### config.mk
export PLATFORM = sky130hd
export DESIGN_NAME = mem_access_ctrl
export DESIGN_NICKNAME = d
export VERILOG_FILES = /design/src/rtl/mem_access_ctrl.sv
export SDC_FILE = /design/constraint.sdc
export NUM_CORES = 1
export LEC_CHECK = 0
export ABC_CLOCK_PERIOD_IN_PS = 2400
export CORE_ASPECT_RATIO = 0.5
export CORE_MARGIN = 4
export CORE_UTILIZATION = 44
export CTS_BUF_LIST = sky130_fd_sc_hd__clkbuf_8
export CTS_CLUSTER_DIAMETER = 120
export DETAILED_ROUTE_END_ITERATION = 10
export PLACE_DENSITY_LB_ADDON = 0.15
export SYNTH_ARGS = -nofsm -noshare
export SYNTH_HDL_FRONTEND = slang
export SYNTH_SLANG_ARGS = --single-unit
### constraint.sdc
create_clock -name clk -period 2.4 [get_ports clk]
set_clock_uncertainty 0.05 [all_clocks]
set_input_delay 0.24 -clock clk [delete_from_list [all_inputs] [get_ports clk]]
set_output_delay 0.24 -clock clk [all_outputs]
set_load 0.02 [all_outputs]
### src/rtl/mem_access_ctrl.sv
// mem_access_ctrl: shares one single-port RAM between instruction fetch
// and load/store, one access at a time with round-robin arbitration.
module mem_access_ctrl #(
  parameter int ADDR_W     = 16,
  parameter int RD_LATENCY = 2
) (
  input  logic              clk,
  input  logic              rst,
  input  logic              if_req,
  input  logic [31:0]       if_addr,
  output logic              if_gnt,
  output logic              if_rvalid,
  output logic [31:0]       if_rdata,
  output logic              if_err,
  input  logic              d_req,
  input  logic              d_we,
  input  logic [1:0]        d_size,
  input  logic              d_signed,
  input  logic [31:0]       d_addr,
  input  logic [31:0]       d_wdata,
  output logic              d_gnt,
  output logic              d_rvalid,
  output logic [31:0]       d_rdata,
  output logic              d_err,
  output logic [ADDR_W-1:0] ram_addr,
  output logic              ram_rden,
  output logic              ram_wren,
  output logic [3:0]        ram_byteena,
  output logic [31:0]       ram_wdata,
  input  logic [31:0]       ram_q,
  output logic              busy
);

  localparam int CW =
    (RD_LATENCY < 3) ? 2 : $clog2(RD_LATENCY + 1);
  localparam logic [CW-1:0] LAT = CW'(RD_LATENCY);
  localparam bit LAT_ONE = (RD_LATENCY == 1);

  typedef enum logic [1:0] {
    IDLE, ISSUE, WAIT, RESP
  } state_t;

  state_t r_state;
  state_t w_next;

  logic              r_prio_d;
  logic              r_port_d;
  logic              r_we;
  logic              r_signed;
  logic [1:0]        r_size;
  logic [1:0]        r_off;
  logic [ADDR_W-1:0] r_waddr;
  logic [31:0]       r_wdata;
  logic [CW-1:0]     r_cnt;
  logic [31:0]       r_if_rdata;
  logic [31:0]       r_d_rdata;

  logic        w_idle;
  logic        w_sel_d;
  logic        w_sel_i;
  logic        w_d_mis;
  logic        w_i_mis;
  logic        w_start;
  logic        w_store;
  logic        w_sample;
  logic [31:0] w_addr;
  logic [31:0] w_shift;
  logic [7:0]  w_byte;
  logic [15:0] w_half;
  logic [31:0] w_ld;
  logic        w_unused;

  assign w_unused = ^{d_addr[31:ADDR_W+2],
                      if_addr[31:ADDR_W+2]};

  // Arbitration: only in IDLE; gated by reset so outputs drop at once
  assign w_idle  = rst && (r_state == IDLE);
  assign w_sel_d = w_idle && d_req
                   && (!if_req || r_prio_d);
  assign w_sel_i = w_idle && if_req && !w_sel_d;

  assign w_d_mis = (d_size == 2'd3)
                 || (d_size == 2'd2 && d_addr[1:0] != 2'd0)
                 || (d_size == 2'd1 && d_addr[0]);
  assign w_i_mis = (if_addr[1:0] != 2'd0);

  assign w_start = (w_sel_d && !w_d_mis)
                 || (w_sel_i && !w_i_mis);
  assign w_addr  = w_sel_d ? d_addr : if_addr;

  assign d_gnt  = w_sel_d;
  assign d_err  = w_sel_d && w_d_mis;
  assign if_gnt = w_sel_i;
  assign if_err = w_sel_i && w_i_mis;

  assign w_store = r_port_d && r_we;
  assign busy    = (r_state != IDLE);

  assign w_sample =
    (r_state == ISSUE && !w_store && LAT_ONE)
    || (r_state == WAIT && r_cnt == LAT);

  assign if_rdata = r_if_rdata;
  assign d_rdata  = r_d_rdata;

  // Load alignment and sign/zero extension
  always_comb begin
    w_shift = ram_q >> {r_off, 3'b000};
    w_byte  = w_shift[7:0];
    w_half  = r_off[1] ? ram_q[31:16] : ram_q[15:0];
    w_ld    = ram_q;
    unique case (1'b1)
      (r_size == 2'd0):
        w_ld = {{24{r_signed & w_byte[7]}}, w_byte};
      (r_size == 2'd1):
        w_ld = {{16{r_signed & w_half[15]}}, w_half};
      default:
        w_ld = ram_q;
    endcase
  end

  // Next state and RAM strobes / response pulses
  always_comb begin
    w_next      = r_state;
    ram_addr    = '0;
    ram_rden    = 1'b0;
    ram_wren    = 1'b0;
    ram_byteena = 4'b0000;
    ram_wdata   = '0;
    if_rvalid   = 1'b0;
    d_rvalid    = 1'b0;
    unique case (r_state)
      IDLE: begin
        if (w_start) w_next = ISSUE;
      end
      ISSUE: begin
        ram_addr = r_waddr;
        if (w_store) begin
          ram_wren = 1'b1;
          w_next   = RESP;
          unique case (1'b1)
            (r_size == 2'd0): begin
              ram_byteena = 4'b0001 << r_off;
              ram_wdata   = {4{r_wdata[7:0]}};
            end
            (r_size == 2'd1): begin
              ram_byteena = r_off[1] ? 4'b1100
                                     : 4'b0011;
              ram_wdata   = {2{r_wdata[15:0]}};
            end
            default: begin
              ram_byteena = 4'b1111;
              ram_wdata   = r_wdata;
            end
          endcase
        end else begin
          ram_rden    = 1'b1;
          ram_byteena = 4'b1111;
          w_next      = LAT_ONE ? RESP : WAIT;
        end
      end
      WAIT: begin
        if (r_cnt == LAT) w_next = RESP;
      end
      RESP: begin
        w_next = IDLE;
        if (r_port_d) d_rvalid  = 1'b1;
        else          if_rvalid = 1'b1;
      end
      default: w_next = IDLE;
    endcase
  end

  // State register
  always_ff @(posedge clk or negedge rst) begin
    if (!rst) r_state <= IDLE;
    else      r_state <= w_next;
  end

  // Round-robin pointer moves on every grant, errors included
  always_ff @(posedge clk or negedge rst) begin
    if (!rst)         r_prio_d <= 1'b1;
    else if (w_sel_d) r_prio_d <= 1'b0;
    else if (w_sel_i) r_prio_d <= 1'b1;
  end

  // Capture the accepted request
  always_ff @(posedge clk or negedge rst) begin
    if (!rst) begin
      r_port_d <= 1'b0;
      r_we     <= 1'b0;
      r_signed <= 1'b0;
      r_size   <= 2'd0;
      r_off    <= 2'd0;
      r_waddr  <= '0;
      r_wdata  <= '0;
    end else if (w_start) begin
      r_port_d <= w_sel_d;
      r_we     <= w_sel_d && d_we;
      r_signed <= w_sel_d && d_signed;
      r_size   <= w_sel_d ? d_size : 2'd2;
      r_off    <= w_addr[1:0];
      r_waddr  <= w_addr[ADDR_W+1:2];
      r_wdata  <= d_wdata;
    end
  end

  // Read latency counter; the ISSUE cycle counts as 1
  always_ff @(posedge clk or negedge rst) begin
    if (!rst)                    r_cnt <= '0;
    else if (r_state == ISSUE)   r_cnt <= CW'(2);
    else if (r_state == WAIT)    r_cnt <= r_cnt + 1'b1;
  end

  // Response data; each port holds its last value
  always_ff @(posedge clk or negedge rst) begin
    if (!rst) begin
      r_if_rdata <= '0;
      r_d_rdata  <= '0;
    end else if (w_sample) begin
      if (r_port_d) r_d_rdata  <= w_ld;
      else          r_if_rdata <= ram_q;
    end else if (r_state == ISSUE && w_store) begin
      r_d_rdata <= '0;
    end
  end

endmodule

Word-level counts from Yosys, hierarchy flattened

Index checks and enable logic that the tools add are counted.

Word-level logic and storage cells: 95
Bits of input ports: 136
Register bits: 124
Output and inout bits: 125

Equal/unequal tests: 11
Bitwise gates (word level): 3
Add/subtract/negate cells: 1
Shift operators: 2
Reductions and logical operators: 35
Mux-type cells: 31

Operators by type and width:

| operator            | number |
|---|---|
| $mux 32             | 5 |
| $pmux 32 s2         | 2 |
| $mux 16             | 2 |
| $shr 32x5->8        | 1 |
| $mux 18             | 1 |
| $logic_and 1x1->1   | 16 |
| $mux 4              | 3 |
| $reduce_bool 2->1   | 6 |
| $mux 1              | 11 |
| $eq 2x2->1 const B  | 5 |
| $mux 2              | 5 |
| $pmux 2 s4          | 1 |
| $pmux 4 s2          | 1 |
| $eq 2x1->1 const B  | 3 |
| $reduce_and 2->1    | 3 |
| $logic_not 1->1     | 4 |
| $logic_not 2->1     | 2 |
| $logic_or 1x1->1    | 4 |
| $ne 2x2->1 const B  | 2 |
| $shl 1x2->4 const A | 1 |
| $add 2x1->2 const B | 1 |
| $and 1x1->1         | 2 |
| $ne 2x1->1 const B  | 1 |
| $not 1->1           | 1 |

Depth between registers and ports, before layout

Word-level depth: 10
Depth in mapped cells: 8
Gate-level depth less buffers: 7

Worst setup path after synthesis

No wires, ideal clock.

Kind: reg-to-output
From: reg r_state[0]
To: out d_err
Required time: 2110 ps
Buffers on the path: 1
Cell stages (with the launch flop): 7
Arrival time: 2048 ps
Slack: 62 ps
Path through: dfrtp_1 -> inv_1 -> ha_1 -> nand3_1 -> nor2_1 -> buf_1 -> nor3b_1

Longest elaborated chain between the ends: 5

Ends and longest elaborated chain:

| item                   | RTL line | source |
|---|---|---|
| from (decl)            | 43       | `state_t r_state;` |
| from (signal assigned) | 177      | `else r_state <= w_next;` |
| $logic_not 2->1        | 77       | `assign w_idle = rst && (r_state == IDLE);` |
| $logic_and 1x1->1      | 77       |  |
| $logic_and 1x1->1      | 78       | `assign w_sel_d = w_idle && d_req` |
| $logic_and 1x1->1      | 79       | `&& (!if_req \|\| r_prio_d);` |
| via d_gnt              | 21       | `output logic d_gnt,` |
| $logic_and 1x1->1      | 92       | `assign d_err = w_sel_d && w_d_mis;` |
| to (decl)              | 24       | `output logic d_err,` |

The timed path passes the listed nets, and every way through them passes these cells.

Final worst setup path

From: reg r_state[1]
To: out ram_wdata[18]

Longest elaborated chain between the ends: 2

Ends and longest elaborated chain:

| item       | RTL line | source |
|---|---|---|
| $eq 2x1->1 | 132      | `unique case (r_state)` |
| $mux 32    | 132      |  |
| to (decl)  | 29       | `output logic [31:0] ram_wdata,` |

Every way passes these cells.

==> results.ini <==
[status]
status=finished, final reports clean

[finish]
layout_commonest_cell=clkdlybuf4s50_1
final_cells=989
drive_gt1_frac=0.266
syn2layout_area_growth_pct=46.4
diodes=0
stdcell_area_mm2=0.00898
utilization=0.661
fin_nets=926
mostFrequentLayoutCells=clkdlybuf4s50_1 (173), dfrtp_1 (122), mux2_2 (97)

[placed_design]
place_worst_setup_slack_ns=0.141
place_hpwl_mm=12.9
dp.cells=956
place.port_buffers=232
dpl_cell_area_mm2=0.00878
place.gp.congestion=0.820

[route]
vias=5084
drc=0
ant_nets=0
drt_wl_total_mm=17.6
wl_per_cell_um=17.8
drt_iter0_markers=292
via_per_inst=5.14
dr.pass1.iters=5

[sta]
worst_pin_slew_ns=0.752
maxSlewHeadroom=0.498
max_freq_mhz=444
setup_ws_ns=0.148
rsz0062_at_grt=false
setup_violations=0
fin_setup_tns_ns=0
hold_viol=0
slew_viol_final=0
min_period_ns=2.25
hold_ws_ns=0.276
finalCritPeriodShare=0.938

[grt]
grt_max_degree=61
antenna_found_initial=0
grt_pass1_vias=5209
gr-total-overflow=0
grt_pass1_wl_mm=28.5
grt_usage=0.222

[clock_tree]
clock_latency_ns=0.42
cts_root_buf=clkbuf_8
cts_tree=built
cts_buffers=17
postCtsSetupRepairBufs=0
cts_htree_levels=4
path_clk_slew_ns=0.08
cts.path.max_buffers=2
clock-sinks=124

[setup_path]
cp-end-kind=output pin
slowest_delay_ns=0.43
cp-start-kind=flip-flop
crit_chain=inv_1, ha_1, nand3_1, buf_6, nor2_1, clkdlybuf4s15_1
worst-endpoint-required_ns=2.11
arrival_ns=1.96
cp_slowest_cell=dfrtp_1
critPathKind=flip-flop to output pin
path_max_fanout=24

[logic_synthesis]
synth_top_family_by_area=multiplexers
synth-async-reset-ratio=1.00
synthAdderAreaFrac=0.0122
netlist-cell-type-count=40
synthSimpleGateAreaFrac=0.104
synthMuxAreaShare=0.211
yosysWarnings=0
netlist_area_mm2=0.00614
synth-main-ff-cell=dfrtp_1
yosysSeqAreaShare=0.506
synth-seq-cells=124
synth-edff-count=0
syn_inst=542
synth_xor_xnor_area_share=0
synth_nets=684
syn-mean-instance-area_um2=11.3
synth_compound_area_frac=0.136

[floorplanning]
core-area_mm2=0.0136
die-area_mm2=0.0160
num_rows=30
io-pin-count=261
die_w_um=175
initial_core_util=0.452
die_y_um=91.5

[power_and_ir_drop]
cellLeakagePower_nw=4.00
total_power_mw=11.2
peakVddDrop_v=0.000517
power_density_mw_per_mm2=1240

[job]
maxCapViolCount=0

[hold_path]
hold_class=primary input to async pin

==> area by class of cell <==
cell class              count  area [um^2]
clock buffers              18          248
clock inverters            14          150
fillers                  1128         4600
inverters                  10         37.5
multi-input cells         373         2850
flip-flops and latches    124         3110
well taps                 192          240
repair buffers            258         2350
==> state kept, by name (all words and copies together) (netlist names), 2 cells and up <==
signal and count:
d_rdata 32, if_rdata 32, r_wdata 32, r_waddr 16
r_cnt 2, r_off 2, r_size 2, r_state 2
==> final timing paths <==
check                                 from       endpoint  slack, ns  cells after the start
min in group clk                  d_signed       r_signed       0.38                      3
worst max-delay path            r_state[1]  ram_wdata[18]       0.15                      6
worst max register to register  r_state[0]     r_waddr[4]       0.17                      8
max in group asynchronous              rst    d_rdata[17]       1.04                      3
worst min-delay path                   rst    r_waddr[13]       0.28                      2
worst min register to register  d_rdata[1]     d_rdata[1]       0.43                      2
==> synth_stat cells, types with 8 or more instances <==
master | number | area share
a21o_1 | 8 | 0.0098
inv_1 | 10 | 0.0061
a221o_2 | 10 | 0.018
clkbuf_1 | 22 | 0.013
mux2i_1 | 18 | 0.029
nor2_1 | 38 | 0.023
a22oi_1 | 8 | 0.0098
mux2_2 | 97 | 0.18
o21ai_0 | 16 | 0.013
nand2_1 | 37 | 0.023
a21oi_1 | 43 | 0.035
nor2b_1 | 13 | 0.013
and2_1 | 27 | 0.028
dfrtp_1 | 123 | 0.50
==> critical path, delay by kind of cell (launching register included) <==
family                   cells  cell delay (ns)
adder cells (fa/ha/maj)      1             0.18
buffers and inverters        3             0.67
flip-flops                   1             0.43
AND/OR/NAND/NOR              2             0.27
==> power breakdown <==
| group | switching (mW) | total, mW | leakage (nW) | internal (mW) |
|---|---|---|---|---|
| combinational | 2.76 | 5.52 | 2.30 | 2.76 |
| clock | 0.973 | 1.86 | 0.201 | 0.891 |
| sequential | 0.659 | 3.78 | 1.50 | 3.12 |
==> metal layers <==
layer	track usage	vias up	routed length, um
li1	-	2436	-
met1	0.298	2466	7680
met2	0.365	177	8400
met3	0.0661	5	1430
met4	0.0392	0	62
met5	0	-	0
==> logic make-up (layout without fill, tap and decap cells) <==
family / after synthesis / count (layout)
adder cells (fa/ha/maj): 6 / 6
AND/OR/NAND/NOR: 132 / 132
flip-flops: 124 / 124
multiplexers: 116 / 116
buffers and inverters: 45 / 300
AO/OA/AOI/OAI: 119 / 119
==> timing repair <==
| item | 4_1_cts | 5_1_grt |
|---|---|---|
| cloned | 0 | 0 |
| resized for setup | 62 | 78 |
| hold buffers | 1 | 0 |
| hold endpoints to repair | 15 | 0 |
| setup endpoints to repair | 58 | 64 |
(Power assumes the default switching activity.)
